--- src/rtl/rect_filler.sv ---
// rect_filler: fills a clipped rectangle of the frame buffer with one colour,
// emitting 8-pixel bursts (one af entry + two masked 128-bit wdf beats).
module rect_filler #(
  parameter int H_RES = 800,
  parameter int V_RES = 600,
  parameter int X_W   = 10,
  parameter int Y_W   = 10
) (
  input  logic           clk,
  input  logic           rst,
  input  logic           valid,
  output logic           ready,
  input  logic [23:0]    color,
  input  logic [X_W-1:0] x0,
  input  logic [Y_W-1:0] y0,
  input  logic [X_W-1:0] x1,
  input  logic [Y_W-1:0] y1,
  input  logic [31:0]    frame_base,
  input  logic           af_full,
  input  logic           wdf_full,
  output logic [30:0]    af_addr_din,
  output logic           af_wr_en,
  output logic [127:0]   wdf_din,
  output logic [15:0]    wdf_mask_din,
  output logic           wdf_wr_en,
  output logic           done
);

  localparam int B_W = X_W - 3;
  localparam logic [X_W-1:0] X_MAX = X_W'(H_RES - 1);
  localparam logic [Y_W-1:0] Y_MAX = Y_W'(V_RES - 1);

  typedef enum logic [1:0] {IDLE, BEAT0, BEAT1, DONE} state_t;

  state_t         state;
  state_t         state_nx;
  logic [23:0]    col;
  logic [8:0]     base;
  logic [X_W-1:0] xs_r;
  logic [X_W-1:0] xe_r;
  logic [Y_W-1:0] ye_r;
  logic [Y_W-1:0] y_r;
  logic [B_W-1:0] xb;
  logic [X_W-1:0] x1c;
  logic [Y_W-1:0] y1c;
  logic           empty;
  logic           last_blk;
  logic           last_line;
  logic [7:0]     pix_on;
  logic [31:0]    word;
  logic           unused_base;

  assign unused_base = ^{frame_base[31], frame_base[21:0]};

  assign x1c = (x1 > X_MAX) ? X_MAX : x1;
  assign y1c = (y1 > Y_MAX) ? Y_MAX : y1;
  assign empty = (x0 > x1c) || (y0 > y1c) ||
                 (x0 > X_MAX) || (y0 > Y_MAX);

  assign last_blk  = (xb == xe_r[X_W-1:3]);
  assign last_line = (y_r == ye_r);
  assign word      = {8'h00, col};

  // Per-pixel coverage of the current block against the clipped span
  always_comb begin
    pix_on = '0;
    for (int p = 0; p < 8; p++) begin
      pix_on[p] = ({xb, 3'(p)} >= xs_r) &&
                  ({xb, 3'(p)} <= xe_r);
    end
  end

  // State register
  always_ff @(posedge clk) begin
    if (rst) state <= IDLE;
    else     state <= state_nx;
  end

  // Command latch and block/line traversal
  always_ff @(posedge clk) begin
    if (rst) begin
      col  <= '0;
      base <= '0;
      xs_r <= '0;
      xe_r <= '0;
      ye_r <= '0;
      y_r  <= '0;
      xb   <= '0;
    end else if (ready && valid) begin
      col  <= color;
      base <= frame_base[30:22];
      xs_r <= x0;
      xe_r <= x1c;
      ye_r <= y1c;
      y_r  <= y0;
      xb   <= x0[X_W-1:3];
    end else if (state == BEAT1 && !wdf_full) begin
      if (last_blk) begin
        xb  <= xs_r[X_W-1:3];
        y_r <= y_r + 1'b1;
      end else begin
        xb <= xb + 1'b1;
      end
    end
  end

  // Next state and FIFO-facing outputs
  always_comb begin
    state_nx     = state;
    ready        = 1'b0;
    done         = 1'b0;
    af_wr_en     = 1'b0;
    wdf_wr_en    = 1'b0;
    af_addr_din  = '0;
    wdf_din      = '0;
    wdf_mask_din = '1;
    unique case (state)
      IDLE: begin
        ready = 1'b1;
        if (valid) state_nx = empty ? DONE : BEAT0;
      end
      BEAT0: begin
        af_addr_din  = {3'b000, base, 10'(y_r),
                        7'(xb), 2'b00};
        wdf_din      = {4{word}};
        wdf_mask_din = {{4{~pix_on[0]}}, {4{~pix_on[1]}},
                        {4{~pix_on[2]}}, {4{~pix_on[3]}}};
        if (!af_full && !wdf_full) begin
          af_wr_en  = 1'b1;
          wdf_wr_en = 1'b1;
          state_nx  = BEAT1;
        end
      end
      BEAT1: begin
        wdf_din      = {4{word}};
        wdf_mask_din = {{4{~pix_on[4]}}, {4{~pix_on[5]}},
                        {4{~pix_on[6]}}, {4{~pix_on[7]}}};
        if (!wdf_full) begin
          wdf_wr_en = 1'b1;
          state_nx  = (last_blk && last_line) ? DONE : BEAT0;
        end
      end
      DONE: begin
        ready = 1'b1;
        done  = 1'b1;
        if (valid) state_nx = empty ? DONE : BEAT0;
        else       state_nx = IDLE;
      end
      default: state_nx = IDLE;
    endcase
  end

endmodule

--- config.mk ---
export PLATFORM = sky130hd
export DESIGN_NAME = rect_filler
export DESIGN_NICKNAME = d
export VERILOG_FILES = /design/src/rtl/rect_filler.sv
export SDC_FILE = /design/constraint.sdc
export NUM_CORES = 1
export LEC_CHECK = 0
export CAP_MARGIN = 5
export CORE_AREA = 4 4 128 130
export DETAILED_ROUTE_END_ITERATION = 10
export DIE_AREA = 0 0 132 134
export PLACE_DENSITY = 0.77
export SYNTH_ARGS = -nofsm -noshare
export SYNTH_HDL_FRONTEND = slang
export SYNTH_SLANG_ARGS = --single-unit
--- constraint.sdc ---
create_clock -name clk -period 3.5 [get_ports clk]
set_input_delay 0.7 -clock clk [delete_from_list [all_inputs] [get_ports clk]]
set_output_delay 0.7 -clock clk [all_outputs]
set_load 0.05 [all_outputs]
==> results of run 1 <==
layer usage:
layer  up-vias  part of all wire [%]
li1       2823                     -
met1      2559                    43
met2       227                    48
met3        21                   7.3
met4         0                   1.5
met5         -                     0
what timing repair did:
action | 4_1_cts | 5_1_grt
buffers inserted | 0 | 1
pin swaps | 0 | 2
resized for setup | 1 | 6
endpoints found under the setup margin | 4 | 17
path summary, 6_finish.rpt:
path | start | end | slack [ns] | cells past startpoint
hold reg to reg | col[22]$_SDFFE_PP0P_ | col[22]$_SDFFE_PP0P_ | 0.45 | 2
hold / removal | col[22]$_SDFFE_PP0P_ | col[22]$_SDFFE_PP0P_ | 0.45 | 2
setup reg to reg | state[1]$_SDFFE_PP0P_ | y_r[1]$_SDFFE_PP0P_ | 1.06 | 7
setup / recovery | xs_r[7]$_SDFFE_PP0P_ | wdf_mask_din[2] | 0.15 | 8
worst max-delay path: stages, from the launching register on:
cell,delay (ns)
dfxtp_1,0.35
inv_1,0.05
ha_1,0.29
nand4_1,0.24
o221ai_2,0.34
a21oi_2,0.12
a22o_1,0.23
a221o_2,0.49
buf_12,0.19
layout make-up:
cell class	instances	area [um2]	area share (%)
multi-input combinational	563	3360	42.0
tap	188	235	2.94
sequential	82	1640	20.5
clock buffer	10	239	2.98
timing repair buffer	245	2360	29.4
inverter	35	131	1.64
clock inverter	3	42.5	0.531
synth_stat cells, types with 3 or more instances:
library cell  instances
a211oi_1             25
a21o_1                6
a21oi_1              79
and2_1               51
buf_2                 7
buf_4               122
clkbuf_1             30
dfxtp_1              82
ha_1                 43
inv_1                35
nand2_1             129
nand2b_1              6
nand3_1              16
nand4_1               9
nor2_1               54
nor2b_1               3
nor3_1               11
nor4_1                3
o211ai_1              4
o21a_1                4
o21ai_0              12
o221ai_1              5
o31ai_1               3
or3_1                 3
xnor2_1              13
xor2_1                8
stage by stage:
stage / cell area [um2] / utilization (%) / instances
after floorplan: 6170 / - / 841
after global placement: 7700 / 50.8 / 1112
after detailed placement: 7700 / 50.8 / 1112
after CTS: 7980 / 52.7 / 1125
after global routing: 8010 / 52.9 / 1126
final: 8010 / 52.9 / 1126
cells by family (layout without fill, tap and decap cells):
kind of cell	after synthesis	count (layout)	synth area share, %
other cells	1	37	0.0621
simple gates	296	296	23.3
flops	82	82	27.2
buf+inv	196	293	19.9
mux	1	1	0.166
xor+xnor	21	21	3.05
fa+ha+maj	43	43	8.91
compound gates	165	165	17.5
flip-flops by register name, indices dropped and copies added, names as in the netlist:
name and flops:
xb 7, col 24, y_r 10, ye_r 10
xs_r 10, state 2, base 9, xe_r 10
power breakdown:
| part | internal, mW | switching [mW] |
|---|---|---|
| combinational | 1.95 | 3.42 |
| sequential | 1.17 | 0.202 |
| clock | 0.558 | 0.357 |
| total | 3.67 | 3.98 |
==> metrics.txt, run 1 <==
Remaining Overflow, GRT=0; Worst Skew=0.00594 ns; vias in the first global route=5194; largest cells by area after synthesis=dfxtp_1, buf_4, ha_1, nand2_1, a21oi_1; Final GP Congestion=0.864; max cap viols=0; Final Power=7.65 mW; # diodes=0; Mapped Cells=805; Starting DRT DRC Count=291; DRC=0; Least-Margin Pin Slew=0.943 ns; Initial Utilization=39.9%; RSZ-0062 raised after global routing=false; cell row count=45; worst ir drop on vdd=695 uV; ANT nets after route=0; CP Capture Type=output pin; dpl hpwl=14000 um; Core Region=15100 um2; most crowded layer after global routing=met2; share of the synthesized area in the top cell type=27.2%; Max Fclk=299 MHz; Hold-fix buffers, CTS=0; Port Buffer Count=219; Slew HR=37.1%; synthesized flop and latch total=82; die area=17700 um2; commonest non-fill, non-tap cell in the layout=clkdlybuf4s50_1; CTS tree=built; Num CTS Buffers=9; Layout fillers=1440; Clock Latency Late Sink=0.33 ns; CTS Sinks=82; Leak=3.35 nW; all-layer global routing usage=19.0%; initial antenna violation count=0; wirelength, routed=17600 um; share of cells above drive strength 1=15.1%; GRT met2 Usage=32.4%; Clock Tree Buf Depth=2; final hold violations=0; status=completed; Setup WS pre-CTS=0.163 ns; H-tree Lvls=3; setup tns final=0 ns; most frequent cells in the layout=clkdlybuf4s50_1, nand2_1, buf_4; clock slew seen by the registers of the worst setup and hold paths=0.06 ns; sequential-to-total area share from yosys stat=27.2%; wire per inst=15.6 um; critical path type=flip-flop to output pin; final net count=1080; Post-Syn Area=6040 um2; Fin Hold WS=0.447 ns; Root Driver=clkbuf_16; PD cells=955 nW/um2; Die Y=134 um; grt met1 use=24.0%; worst setup margin=0.154 ns; Yosys Warn Count=0; Hold Path Class=flip-flop to flip-flop; Via-to-Cell Ratio=5.00; via count=5630; min Tclk post-route=3.35 ns; First-pass DRT Iterations=5; Critical Path Fanout Max=5; largest net degree at the start of global routing=51; Cell variety after synth=58; Slew Viols, Final=0; share of flip-flops with an asynchronous set or reset=0%; die width=132 um; Area Growth Syn to Fin=32.7%; # IOs=280; CP arrival=2.65 ns; GR Util met3=4.61%; Synth area leader=dfxtp_1; critical path required time=2.80 ns; synthesized area per cell=7.50 um2; number of enable flip-flop cells after synthesis=0; period utilization=95.6%; Top FF cell, synth=dfxtp_1; global-route wire length before repair=27500 um; CP startpoint kind=flip-flop; final number of setup-violating endpoints=0
No activity file was read; power rests on OpenSTA's default activity.
==> run 2: changes to the inputs <==
- CORE_AREA: 4 4 128 130 -> 2 2 123 125
- DIE_AREA: 0 0 132 134 -> 0 0 125 127
- PLACE_DENSITY: 0.77 -> 0.81
==> run 2 against run 1 <==
Clock skew about the same. Utilization increased by 2.5 points. Worst setup slack got worse by 0.036 ns. Critical path depth decreased by 1. Worst hold slack got worse by 0.00075 ns. Sequential share of layout area about the same. Highest routed layer unchanged. Non-clock buffer count decreased by 10. Combinational power decreased by 2%. Sequential power increased by 3%.
==> metrics.txt, run 2 (synthesis gave the netlist of run 1 again) <==
status=completed; area of the multi-input gates=3360 um2 (about the same); cell row count=44 (-2.2%); Slew Viols, Final=0 (unchanged); Crit Reg-Reg Startpoint=state[1]$_SDFFE_PP0P_; clock slew seen by the registers of the worst setup and hold paths=0.06 ns (about the same); Layout fillers=1341 (-6.9%); Final GP Congestion=0.930 (+7.6%); die width=125 um (-5.3%); post-layout util=55.4% (+2.5 points); via count=5650 (+0.36%); final number of setup-violating endpoints=0 (unchanged); launch point of the worst hold path=col[3]$_SDFFE_PP0P_; r2r worst-path depth=8 (+1); PD cells=938 nW/um2 (-1.8%); placed insts=1099 (-1.2%); Setup WS pre-CTS=0.150 ns (-0.0132 ns); # diodes=0 (unchanged); Starting DRT DRC Count=395 (+36%); Critical Path Fanout Max=9 (+4); Die Y=127 um (-5.2%); DRC=0 (unchanged); Hold Path End=col[3]$_SDFFE_PP0P_; CP max-delay cell=a221o_1; Hold Path Stages=2 (unchanged); critical path required time=2.80 ns (about the same); Post-CTS Setup Repair Bufs=0 (unchanged); CP Capture Type=output pin; Port Buffer Count=219 (unchanged); Reg2Reg Setup Slack=1.17 ns (+0.11 ns); met3 WL post-DR=1000 um (-22%); DR top layer=met4; max FFs per register=24 (unchanged); wirelength, routed=16200 um (-7.8%); crit-path max cell delay=0.48 ns (about the same); Clock Tree Buf Depth=2 (unchanged); Flop pwr share=18.8% (+0.9 points); vias in the first global route=5087 (-2.1%); Worst Skew=0.00631 ns (+0.000365 ns); Internal=3.56 mW (-3.2%); Least-Margin Pin Slew=0.603 ns (-0.340 ns); H-tree Lvls=3 (unchanged); CTS Sinks=82 (unchanged); Sequential Area=1640 um2 (unchanged); most frequent cells in the layout=clkdlybuf4s50_1, nand2_1, dfxtp_1; worst ir drop on vdd=553 uV (-20%); Area Growth Syn to Fin=32.5%; Hold Path Class=flip-flop to flip-flop; crit-path cells=ha_1, nand4_2, nand2b_4, o32ai_1, o211ai_1, a221o_1, buf_12; Num CTS Buffers=9 (unchanged); met1 wire length=6910 um (-8.7%); ANT nets after route=0 (unchanged); Net Sw Frac=52.6% (+0.58 points); setup tns final=0 ns (unchanged); wire per inst=14.5 um (-6.7%); share of cells above drive strength 1=10.2% (-4.9 points); clock power share=11.3% (-0.7 points); critical path type=flip-flop to output pin; all-layer global routing usage=19.7% (+0.65 points); Clock Latency Late Sink=0.33 ns (about the same); Remaining Overflow, GRT=0 (unchanged); CTS tree=built; Top reg by flops=col; CP startpoint kind=flip-flop; initial antenna violation count=0 (unchanged); dpl hpwl=12800 um (-8.7%); First-pass DRT Iterations=5 (unchanged); final net count=1070 (-0.93%); final cell count without fillers=1113 (-1.2%); Core Region=14400 um2 (-4.8%); commonest non-fill, non-tap cell in the layout=clkdlybuf4s50_1; Initial Utilization=41.9% (+2.0 points); FF-to-FF End=xb[4]$_SDFFE_PP0P_; met2 WL=8170 um (-3.3%); # IOs=280 (unchanged); Slew HR=59.8% (+23 points); final hold violations=0 (unchanged); global-route wire length before repair=25600 um (-6.9%); min Tclk post-route=3.38 ns (+0.0363 ns); largest net degree at the start of global routing=61 (+20%); P_sw=3.94 mW (-0.87%); max cap viols=0 (unchanged); Final Power=7.50 mW (-2.0%); worst setup margin=0.118 ns (-0.0363 ns); Via-to-Cell Ratio=5.08 (+1.5%); Hold-fix buffers, CTS=0 (unchanged); period utilization=96.6% (+1.0 points); die area=15900 um2 (-10%); Max Fclk=296 MHz (-1.1%); Leak=3.23 nW (-3.6%); Root Driver=clkbuf_16; share of total power in combinational logic=69.9% (-0.2 points); CP arrival=2.68 ns (+0.03 ns); RSZ-0062 raised after global routing=false
-- run 2: changes by cell type in the layout (fill, tap and decap cells not counted), sizes merged --
cell | previous run | this run
buf | 112 | 67
clkdlybuf4s50 | 133 | 168
bufinv | 1 | 0
clkbuf | 10 | 11
clkinv | 1 | 2
-- run 2: what timing repair did --
item	CTS	global route
setup endpoints to repair	12	16
endpoints found under the hold margin	0	0
resized for setup	3	3
-- run 2: worst max path at each step --
| stage | startpoint | endpoint | slack [ns] | cells past startpoint |
|---|---|---|---|---|
| final | xb[4]$_SDFFE_PP0P_ | wdf_mask_din[5] | 0.12 | 7 |
| after global routing | xb[4]$_SDFFE_PP0P_ | wdf_mask_din[5] | 0.01 | 7 |
| after CTS | xb[4]$_SDFFE_PP0P_ | wdf_mask_din[14] | 0.03 | 7 |
| after detailed placement | x1[9] | state[1]$_SDFFE_PP0P_ | 0.15 | 10 |
| after global placement | x1[9] | state[1]$_SDFFE_PP0P_ | 0.19 | 10 |
| after floorplan | xs_r[7]$_SDFFE_PP0P_ | wdf_mask_din[13] | 0.04 | 8 |
-- run 2: cell type report --
| type | instances | area share (%) |
|---|---|---|
| repair buffers | 235 | 29.6 |
| clock buffers | 11 | 3.04 |
| clock inverters | 3 | 0.219 |
| flip-flops and latches | 82 | 20.5 |
| multi-input cells | 563 | 42.1 |
| inverters | 35 | 1.64 |
| well taps | 184 | 2.88 |
-- run 2: through the flow --
step / cell area, um2 / hold slack [ns]
2_1_floorplan: 6170 / 0.432
3_3_place_gp: 7710 / 0.437
3_5_place_dp: 7710 / 0.442
4_1_cts: 7980 / 0.450
5_1_grt: 8000 / 0.465
6_report: 8000 / 0.446
-- run 2: power by group through the flow --
| stage | Sequential [mW] | Combinational, mW | Clock [mW] |
|---|---|---|---|
| finish | 1.41 | 5.25 | 0.848 |
| global route | 1.44 | 5.56 | 0.917 |
| CTS | 1.40 | 5.23 | 0.880 |
| detailed placement | 1.42 | 5.20 | 0 |
| global placement | 1.41 | 5.15 | 0 |
| floorplan | 1.33 | 3.83 | 0 |
-- run 2: layer usage --
| layer | track usage, % | vias up |
|---|---|---|
| li1 | - | 2810 |
| met1 | 24.9 | 2582 |
| met2 | 35.1 | 246 |
| met3 | 3.02 | 12 |
| met4 | 4.97 | 0 |
| met5 | 0 | - |
-- run 2: worst max-delay path, delay by kind of cell, from the launching register on --
family                     cells  cell delay (ns)
AOI/OAI and AO/OA              3             0.87
adders and majority gates      1             0.36
buffers and inverters          1             0.22
DFF                            1             0.40
and+or+nand+nor                2             0.50
==> run 3: changes to the inputs <==
- CTS_CLUSTER_SIZE: unset -> 25
==> results of run 3 <==
Final layout, timing and power as in run 2 (identical DEF).
